--- src/rtl/elevator_pkg.sv ---
// Shared types for the elevator car controller: FSM states and travel direction.
package elevator_pkg;

  typedef enum logic [1:0] {
    IDLE      = 2'd0,
    MOVING    = 2'd1,
    DOOR_OPEN = 2'd2,
    SOS       = 2'd3
  } state_t;

  localparam logic DIR_UP   = 1'b0;
  localparam logic DIR_DOWN = 1'b1;

endpackage

--- src/rtl/floor_request_queue.sv ---
// Pending floor-call set plus the SCAN look-ahead detectors relative to the car position.
import elevator_pkg::*;

module floor_request_queue #(
  parameter int FLOORS = 8,
  parameter int FW     = 3
) (
  input  logic              clk,
  input  logic              reset,
  input  logic [FLOORS-1:0] set_mask,
  input  logic              clr_en,
  input  logic [FW-1:0]     clr_floor,
  input  logic              flush,
  input  logic [FW-1:0]     cur_floor,
  input  logic              dir,
  output logic [FLOORS-1:0] pending,
  output logic              ahead,
  output logic              behind
);

  logic [FLOORS-1:0] pending_r;
  logic [FLOORS-1:0] pending_s;
  logic [FLOORS-1:0] clr_mask_s;
  logic              above_s;
  logic              below_s;

  // Next pending set: a same-edge clear wins over a new call, flush wins over all.
  always_comb begin
    clr_mask_s = '0;
    if (clr_en) begin
      clr_mask_s[clr_floor] = 1'b1;
    end else begin
      clr_mask_s = '0;
    end
    if (flush) begin
      pending_s = '0;
    end else begin
      pending_s = (pending_r | set_mask) & ~clr_mask_s;
    end
  end

  // Pending register.
  always_ff @(posedge clk or posedge reset) begin
    if (reset) begin
      pending_r <= '0;
    end else begin
      pending_r <= pending_s;
    end
  end

  // Any latched call strictly above / strictly below the car.
  always_comb begin
    above_s = 1'b0;
    below_s = 1'b0;
    for (int i = 0; i < FLOORS; i++) begin
      above_s = above_s | (pending_r[i] & (FW'(i) > cur_floor));
      below_s = below_s | (pending_r[i] & (FW'(i) < cur_floor));
    end
  end

  assign ahead   = (dir == DIR_UP) ? above_s : below_s;
  assign behind  = (dir == DIR_UP) ? below_s : above_s;
  assign pending = pending_r;

endmodule

--- src/rtl/elevator_scheduler.sv ---
// SCAN car-motion controller: latches calls, sequences travel and door dwell, halts on SOS.
import elevator_pkg::*;

module elevator_scheduler #(
  parameter  int FLOORS      = 8,
  parameter  int MOVE_CYCLES = 3,
  parameter  int DOOR_CYCLES = 4,
  localparam int FW          = (FLOORS > 1) ? $clog2(FLOORS) : 1
) (
  input  logic              clk,
  input  logic              reset,
  input  logic [FLOORS-1:0] floor_request,
  input  logic              sos_mode,
  output logic [FW-1:0]     current_floor,
  output logic              moving_up,
  output logic              moving_down,
  output logic              door_open,
  output logic [FLOORS-1:0] pending
);

  localparam int MW = (MOVE_CYCLES > 1) ? $clog2(MOVE_CYCLES) : 1;
  localparam int DW = (DOOR_CYCLES > 1) ? $clog2(DOOR_CYCLES) : 1;

  state_t            state_r, state_s;
  logic              dir_r, dir_s;
  logic [FW-1:0]     cur_r, cur_s, next_floor_s;
  logic [MW-1:0]     move_cnt_r, move_cnt_s;
  logic [DW-1:0]     door_cnt_r, door_cnt_s;
  logic [FLOORS-1:0] set_mask_s;
  logic              clr_en_s;
  logic [FW-1:0]     clr_floor_s;
  logic              flush_s;
  logic              ahead_s, behind_s;
  logic [FLOORS-1:0] pending_s;

  floor_request_queue #(.FLOORS(FLOORS), .FW(FW)) u_queue (
    .clk      (clk),
    .reset    (reset),
    .set_mask (set_mask_s),
    .clr_en   (clr_en_s),
    .clr_floor(clr_floor_s),
    .flush    (flush_s),
    .cur_floor(cur_r),
    .dir      (dir_r),
    .pending  (pending_s),
    .ahead    (ahead_s),
    .behind   (behind_s)
  );

  assign next_floor_s = (dir_r == DIR_UP) ? cur_r + FW'(1) : cur_r - FW'(1);

  // Next-state, counter and queue-control decode.
  always_comb begin
    state_s     = state_r;
    dir_s       = dir_r;
    cur_s       = cur_r;
    move_cnt_s  = move_cnt_r;
    door_cnt_s  = door_cnt_r;
    set_mask_s  = floor_request;
    clr_en_s    = 1'b0;
    clr_floor_s = cur_r;
    flush_s     = 1'b0;
    if (sos_mode) begin
      state_s    = SOS;
      flush_s    = 1'b1;
      set_mask_s = '0;
      move_cnt_s = '0;
      door_cnt_s = '0;
    end else begin
      case (state_r)
        IDLE: begin
          if (pending_s[cur_r]) begin
            clr_en_s   = 1'b1;
            state_s    = DOOR_OPEN;
            door_cnt_s = '0;
          end else if (ahead_s) begin
            state_s    = MOVING;
            move_cnt_s = '0;
          end else if (behind_s) begin
            dir_s      = (dir_r == DIR_UP) ? DIR_DOWN : DIR_UP;
            state_s    = MOVING;
            move_cnt_s = '0;
          end else begin
            state_s = IDLE;
          end
        end
        MOVING: begin
          if (move_cnt_r == MW'(MOVE_CYCLES - 1)) begin
            move_cnt_s = '0;
            cur_s      = next_floor_s;
            if (pending_s[next_floor_s]) begin
              clr_en_s    = 1'b1;
              clr_floor_s = next_floor_s;
              state_s     = DOOR_OPEN;
              door_cnt_s  = '0;
            end else begin
              state_s = MOVING;
            end
          end else begin
            move_cnt_s = move_cnt_r + MW'(1);
          end
        end
        DOOR_OPEN: begin
          // A call for the floor being served extends the dwell instead of queueing.
          set_mask_s[cur_r] = 1'b0;
          if (floor_request[cur_r]) begin
            door_cnt_s = '0;
          end else if (door_cnt_r == DW'(DOOR_CYCLES - 1)) begin
            door_cnt_s = '0;
            move_cnt_s = '0;
            if (ahead_s) begin
              state_s = MOVING;
            end else if (behind_s) begin
              dir_s   = (dir_r == DIR_UP) ? DIR_DOWN : DIR_UP;
              state_s = MOVING;
            end else begin
              state_s = IDLE;
            end
          end else begin
            door_cnt_s = door_cnt_r + DW'(1);
          end
        end
        SOS: begin
          state_s = IDLE;
        end
        default: begin
          state_s = IDLE;
        end
      endcase
    end
  end

  // FSM, direction, position and counter registers.
  always_ff @(posedge clk or posedge reset) begin
    if (reset) begin
      state_r    <= IDLE;
      dir_r      <= DIR_UP;
      cur_r      <= '0;
      move_cnt_r <= '0;
      door_cnt_r <= '0;
    end else begin
      state_r    <= state_s;
      dir_r      <= dir_s;
      cur_r      <= cur_s;
      move_cnt_r <= move_cnt_s;
      door_cnt_r <= door_cnt_s;
    end
  end

  assign current_floor = cur_r;
  assign moving_up     = (state_r == MOVING) && (dir_r == DIR_UP);
  assign moving_down   = (state_r == MOVING) && (dir_r == DIR_DOWN);
  assign door_open     = (state_r == DOOR_OPEN);
  assign pending       = pending_s;

endmodule
--- config.mk ---
export PLATFORM = sky130hd
export DESIGN_NAME = elevator_scheduler
export DESIGN_NICKNAME = d
export VERILOG_FILES = /design/src/rtl/elevator_pkg.sv /design/src/rtl/floor_request_queue.sv /design/src/rtl/elevator_scheduler.sv
export SDC_FILE = /design/constraint.sdc
export NUM_CORES = 1
export LEC_CHECK = 0
export BUFFER_PORTS_ARGS = -buffer_cell sky130_fd_sc_hd__clkbuf_2
export CAP_MARGIN = 20
export CORE_MARGIN = 2
export CORE_UTILIZATION = 51
export DETAILED_ROUTE_END_ITERATION = 16
export PLACE_DENSITY = 0.74
export SLEW_MARGIN = 15
export SYNTH_ARGS = -nofsm -noshare
export SYNTH_HDL_FRONTEND = slang
export SYNTH_SLANG_ARGS = --single-unit
--- constraint.sdc ---
create_clock -name clk -period 2.8 [get_ports clk]
set_input_delay 0.28 -clock clk [delete_from_list [all_inputs] [get_ports clk]]
set_output_delay 0.28 -clock clk [all_outputs]
set_load 0.1 [all_outputs]
-- After elaboration in Yosys (flattened, before gate mapping)
Index checks and enable logic that the tools add are counted.
- bits in registers: 18
- input bits: 11
- add/subtract/negate cells: 4
- magnitude comparators: 21
- eq/ne operators: 15
- mux-type cells: 58
- bitwise gates (word level): 37
- reductions and logical operators: 12
- operators with widths (kind ; number):
    2-bit 2-to-1 mux ; 19
    8-bit 2-to-1 mux ; 4
    1-bit 2-to-1 mux ; 20
    1-bit bitwise AND ; 16
    8-bit bitwise AND ; 2
    8-bit NOT ; 2
    3-bit 2-to-1 mux ; 5
    3-bit inequality test (second input constant) ; 5
    1-bit bitwise OR ; 14
    3-bit > comparator (first input constant) ; 4
    3-bit less-than comparator (first input constant) ; 4
    3-bit by 4-bit less-than comparator with 1-bit output (second input constant) ; 3
    2-bit case mux with 3 select lines ; 2
    5-bit AND reduction ; 2
    1-bit binary-select mux with 3-bit select ; 3
    2-bit == test (second input constant) ; 4
    8-bit bitwise OR ; 1
    2-bit case mux with 4 select lines ; 1
    1-bit demux with 3-bit select ; 2
    3-bit by 1-bit >= comparator with 1-bit output (second input constant) ; 2
    1-bit by 3-bit > comparator with 1-bit output (first input constant) ; 2
    2-bit by 3-bit > comparator with 1-bit output (first input constant) ; 2
    1-bit by 3-bit less-than comparator with 1-bit output (first input constant) ; 2
    2-bit by 3-bit less-than comparator with 1-bit output (first input constant) ; 2
    other kinds (16) ; 24

-- Longest topological paths before layout
- depth after elaboration: 16
- depth in mapped cells: 9
- mapped depth without buffers: 8

-- Cells and area by module
A second synthesis with hierarchy kept.
- cells, all modules: 158
- area, all modules: 1461.4 sq um
- by module, submodules not included (module ; instances ; cells an instance ; area each (sq um) ; sequential area each (sq um)):
    elevator_scheduler ; 1 ; 108 ; 993.5 ; 250.2
    floor_request_queue ; 1 ; 50 ; 467.9 ; 200.2

-- Worst setup path before layout
OpenSTA, ideal clock, no wires.
- path type: register -> register
- from: reg cur_r[1], in the netlist current_floor[1]
- to: reg u_queue.pending_r[5], in the netlist u_queue.pending[5]
- library setup time: 142 ps
- arrival: 3191 ps
- path slack: -532 ps
- cell stages (with the launch flop): 10
- clock period less this slack: 3332 ps
- path through: dfrtp_1 -> buf_4 -> clkinv_1 -> ha_1 -> xnor2_2 -> o21ai_4 -> mux4_2 -> o22ai_2 -> nor4b_4 -> a211oi_1
- longest elaborated chain between the ends: 16
- elaborated cells on any way between the ends: 35
- classes of those cells: 2 x add/sub; 4 x order compare; 22 x mux; 5 x bitwise; 2 x reduce/logical
- ends and longest elaborated chain (element ; line ; text):
    start, declared ; elevator_scheduler.sv:26 ; logic [FW-1:0] cur_r, cur_s, next_floor_s;
    start signal, assigned ; elevator_scheduler.sv:144 ; cur_r <= cur_s;
    3-bit by 1-bit adder with 3-bit output or 3-bit by 1-bit subtractor with 3-bit output (tied branches) ; elevator_scheduler.sv:50 ; assign next_floor_s = (dir_r == DIR_UP) ? cur_r + FW'(1) : cur_r - FW'(1);
    3-bit 2-to-1 mux ; elevator_scheduler.sv:50 ;
    1-bit binary-select mux with 3-bit select ; elevator_scheduler.sv:91 ; if (pending_s[next_floor_s]) begin
    1-bit 2-to-1 mux (implied by the code) ; elevator_scheduler.sv:91 ;
    3-bit 2-to-1 mux ; elevator_scheduler.sv:91 ;
    3-bit 2-to-1 mux ; elevator_scheduler.sv:88 ; if (move_cnt_r == MW'(MOVE_CYCLES - 1)) begin
    3-bit 2-to-1 mux ; elevator_scheduler.sv:70 ; case (state_r)
    3-bit 2-to-1 mux ; elevator_scheduler.sv:63 ; if (sos_mode) begin
    3-bit by 4-bit less-than comparator with 1-bit output (implied by the code) or 3-bit by 1-bit >= comparator with 1-bit output (tied branches) ; floor_request_queue.sv:31 ; clr_mask_s[clr_floor] = 1'b1;
    1-bit logical AND (implied by the code) ; floor_request_queue.sv:31 ;
    1-bit 2-to-1 mux (implied by the code) ; floor_request_queue.sv:31 ;
    1-bit demux with 3-bit select ; -- ;
    8-bit 2-to-1 mux ; floor_request_queue.sv:30 ; if (clr_en) begin
    8-bit NOT ; floor_request_queue.sv:38 ; pending_s = (pending_r | set_mask) & ~clr_mask_s;
    8-bit bitwise AND * ; floor_request_queue.sv:38 ;
    8-bit 2-to-1 mux * ; floor_request_queue.sv:35 ; if (flush) begin
    via u_queue.pending_s[5] ; floor_request_queue.sv:22 ; logic [FLOORS-1:0] pending_s;
    end signal, assigned ; floor_request_queue.sv:47 ; pending_r <= pending_s;
    end, declared ; floor_request_queue.sv:21 ; logic [FLOORS-1:0] pending_r;
Mark *: on every way through the listed nets, which the timed path passes. The rest lies on a longest branch. The select of a mux whose other input is x is not followed.
A chain may end at the register's enable or synchronous reset.

-- Worst setup path after layout
- from: reg cur_r[1], in the netlist current_floor[1]
- to: reg u_queue.pending_r[1], in the netlist u_queue.pending[1]
Same word-level chain as after synthesis.

==> run metrics <==
status finished clean; Layout area overhead 12.6%; number of global-route vias before repair roughly 1400; via count 1632; Least-Margin Pin Slew about 700 ps; Tightest Hold Check Type primary input to asynchronous set/reset pin; flops & latches, synth 18; Syn Inst Count between 150 and 200; time the worst path needs with I/O delays and setup ~2600 ps; # Post-CTS Setup Buffers 0; register area share after synthesis 0.272; WL per Instance roughly 16 um; initial antenna violation count 0; worst hold slack about 56 ps; PD cells between 1000 and 1500 mW/mm2; CTS Buf Count 3; CTS Buffer Depth 2; dpl hpwl ~3200 um; worst endpoint required time approximately 3000 ps; Detailed Routing Iterations Pass 1 4; mapped cell area between 0.0015 and 0.002 mm2; CP endpoint kind flop; pin count of the biggest net entering global routing 23; clk_lat worst skew 290 ps; max cap viols 0; Clock Skew between 0.7 and 0.8 ps; Clk pin slew, worst setup/hold paths about 100 ps; CP Class flop to flop; ratio of final minimum period to clock period 0.911; Avg Synthesized Cell Area between 8 and 9 um2; Buffers on Ports 24; Cell variety after synth between 50 and 60; remaining antenna violation count 0; routed wire length 4230 um; Int Pwr ~0.9 mW; sw frac 0.564; die width just over 60 um; Data arrival, critical path between 2000 and 3000 ps; initial core utilization 0.539; cell row count 20; synth warn 0; Post-synth EDFFs 0; die area between 0.003 and 0.004 mm2; I/O Pins 25; H-tree levels 1; final hold violation count 0; CTS resizes 0; Net count, final roughly 240; Fmax between 0.3 and 0.4 GHz; sw power around 1.2 mW; hold buffers post-CTS 0; gr ovfl total 0; Worst setup SP type flop; Clk pwr share 0.077; clock tree sinks 18; DRC errors left 0; combinational group share of total power 0.718; global-route wire length before repair roughly 6800 um; TritonCTS clock tree yes; Ant. Diodes 0; initial DRC count slightly below 200; unrepaired setup endpoints after global routing no; leakage 0.827 nW; Vias per Instance between 6 and 7; max_slew headroom 0.534; setup tns final 0 ps; CTS Root Cell clkbuf_4; share of cells above drive strength 1 0.255; Async SR Flop Fraction 1.00; Sequential Power Share 0.205; final setup vio count 0; critical path fanouts, max 6; GP Congestion about 0.95; Layout fillers approximately 280; Core ar. 0.00308 mm2; die height ~60 um; Max VDD drop ~0.57 mV; Syn Nets 210; Tot GR Track Use 0.247; top_reg_cell synth dfrtp_1; Power, Total 2.10 mW; Slew Viols, Final 0
[cell usage after synthesis (all sizes together), types with 4 or more instances]
master	n	area share
ha	7	0.053
dfrtp	18	0.27
nor2	11	0.025
nor2b	5	0.019
a211oi	9	0.041
a21oi	14	0.042
o211ai	4	0.018
nand3	7	0.021
nand2	12	0.027
nand2b	7	0.026
buf	8	0.032
o22ai	6	0.026
mux2i	8	0.048
o21ai	15	0.054
inv	9	0.020
nor3	4	0.012
clkbuf	4	0.0091
[power by group through the flow]
stage | registers, mW | logic, mW | clock network, mW
2_1_floorplan | 0.603 | 1.02 | 0
3_3_place_gp | 0.425 | 1.45 | 0
3_5_place_dp | 0.432 | 1.48 | 0
4_1_cts | 0.426 | 1.49 | 0.165
5_1_grt | 0.442 | 1.61 | 0.181
6_report | 0.429 | 1.51 | 0.161
[layout by cell type (no fill, tap or decap), types with 3 or more instances in the layout]
| cell | count |
|---|---|
| a211oi_1 | 9 |
| a21oi_1 | 14 |
| a22oi_1 | 3 |
| and3_1 | 3 |
| buf_4 | 8 |
| clkbuf_2 | 24 |
| clkbuf_4 | 3 |
| dfrtp_1 | 16 |
| ha_1 | 7 |
| inv_1 | 8 |
| mux2i_1 | 8 |
| nand2_1 | 12 |
| nand2b_1 | 7 |
| nand3_1 | 7 |
| nand4_1 | 3 |
| nor2_1 | 11 |
| nor2b_1 | 5 |
| nor3_1 | 4 |
| o211ai_1 | 4 |
| o21ai_0 | 12 |
| o22ai_1 | 5 |
[cell families after synthesis]
family | share of synthesized area
AO/OA/AOI/OAI | 0.303
flip-flops | 0.272
buffers and inverters | 0.0641
AND/OR/NAND/NOR | 0.189
XOR/XNOR | 0.0309
adder cells (fa/ha/maj) | 0.0528
multiplexers | 0.0891
[critical path, cell delays in order, from the launching register on]
cell	delay, ps
dfrtp_4	510
ha_1	200
ha_1	290
nand2b_1	110
o21ai_4	110
mux4_2	610
o22ai_2	140
nor4b_4	320
a211oi_1	130
[area by class of cell]
class                   instances  area (um2)  share of cell area
repair buffers                 32         180              0.0965
flip-flops and latches         18         455               0.244
multi-input cells             152        1100               0.590
inverters                      10        38.8              0.0208
well taps                      44        55.1              0.0295
clock buffers                   4        36.3              0.0194
[routing by layer]
metal | wire length, um | GRT usage | up-vias
met5 | 0 | 0 | -
met4 | 29 | 0.0714 | 0
met3 | 221 | 0.0210 | 4
met2 | 2130 | 0.416 | 62
met1 | 1850 | 0.340 | 792
li1 | - | - | 774
[worst paths after layout]
path / from / to / slack (ps) / cells past startpoint
max: current_floor[1] / u_queue.pending[1] / 250 / 8
max reg2reg: current_floor[1] / u_queue.pending[1] / 250 / 8
min in group clk: floor_request[7] / u_queue.pending[7] / 260 / 3
min: reset / u_queue.pending[2] / 60 / 2
min reg2reg: door_cnt_r[1] / door_cnt_r[1] / 520 / 1
max in group asynchronous: reset / current_floor[1] / 2230 / 2
[state kept, by name (all words and copies together) (netlist names)]
signal / count
door_cnt_r: 2
dir_r: 1
state_r: 2
current_floor: 3
move_cnt_r: 2
u_queue.pending: 8
[metrics by stage]
stage          cells  area, um2  setup WS [ps]  utilization
2_1_floorplan    192       1660           9.68            -
3_3_place_gp     256       1830            348        0.595
3_5_place_dp     256       1830            277        0.595
4_1_cts          260       1870            265        0.607
5_1_grt          260       1870            147        0.607
6_report         260       1870            249        0.607
Power figures use the tool's default switching activity.
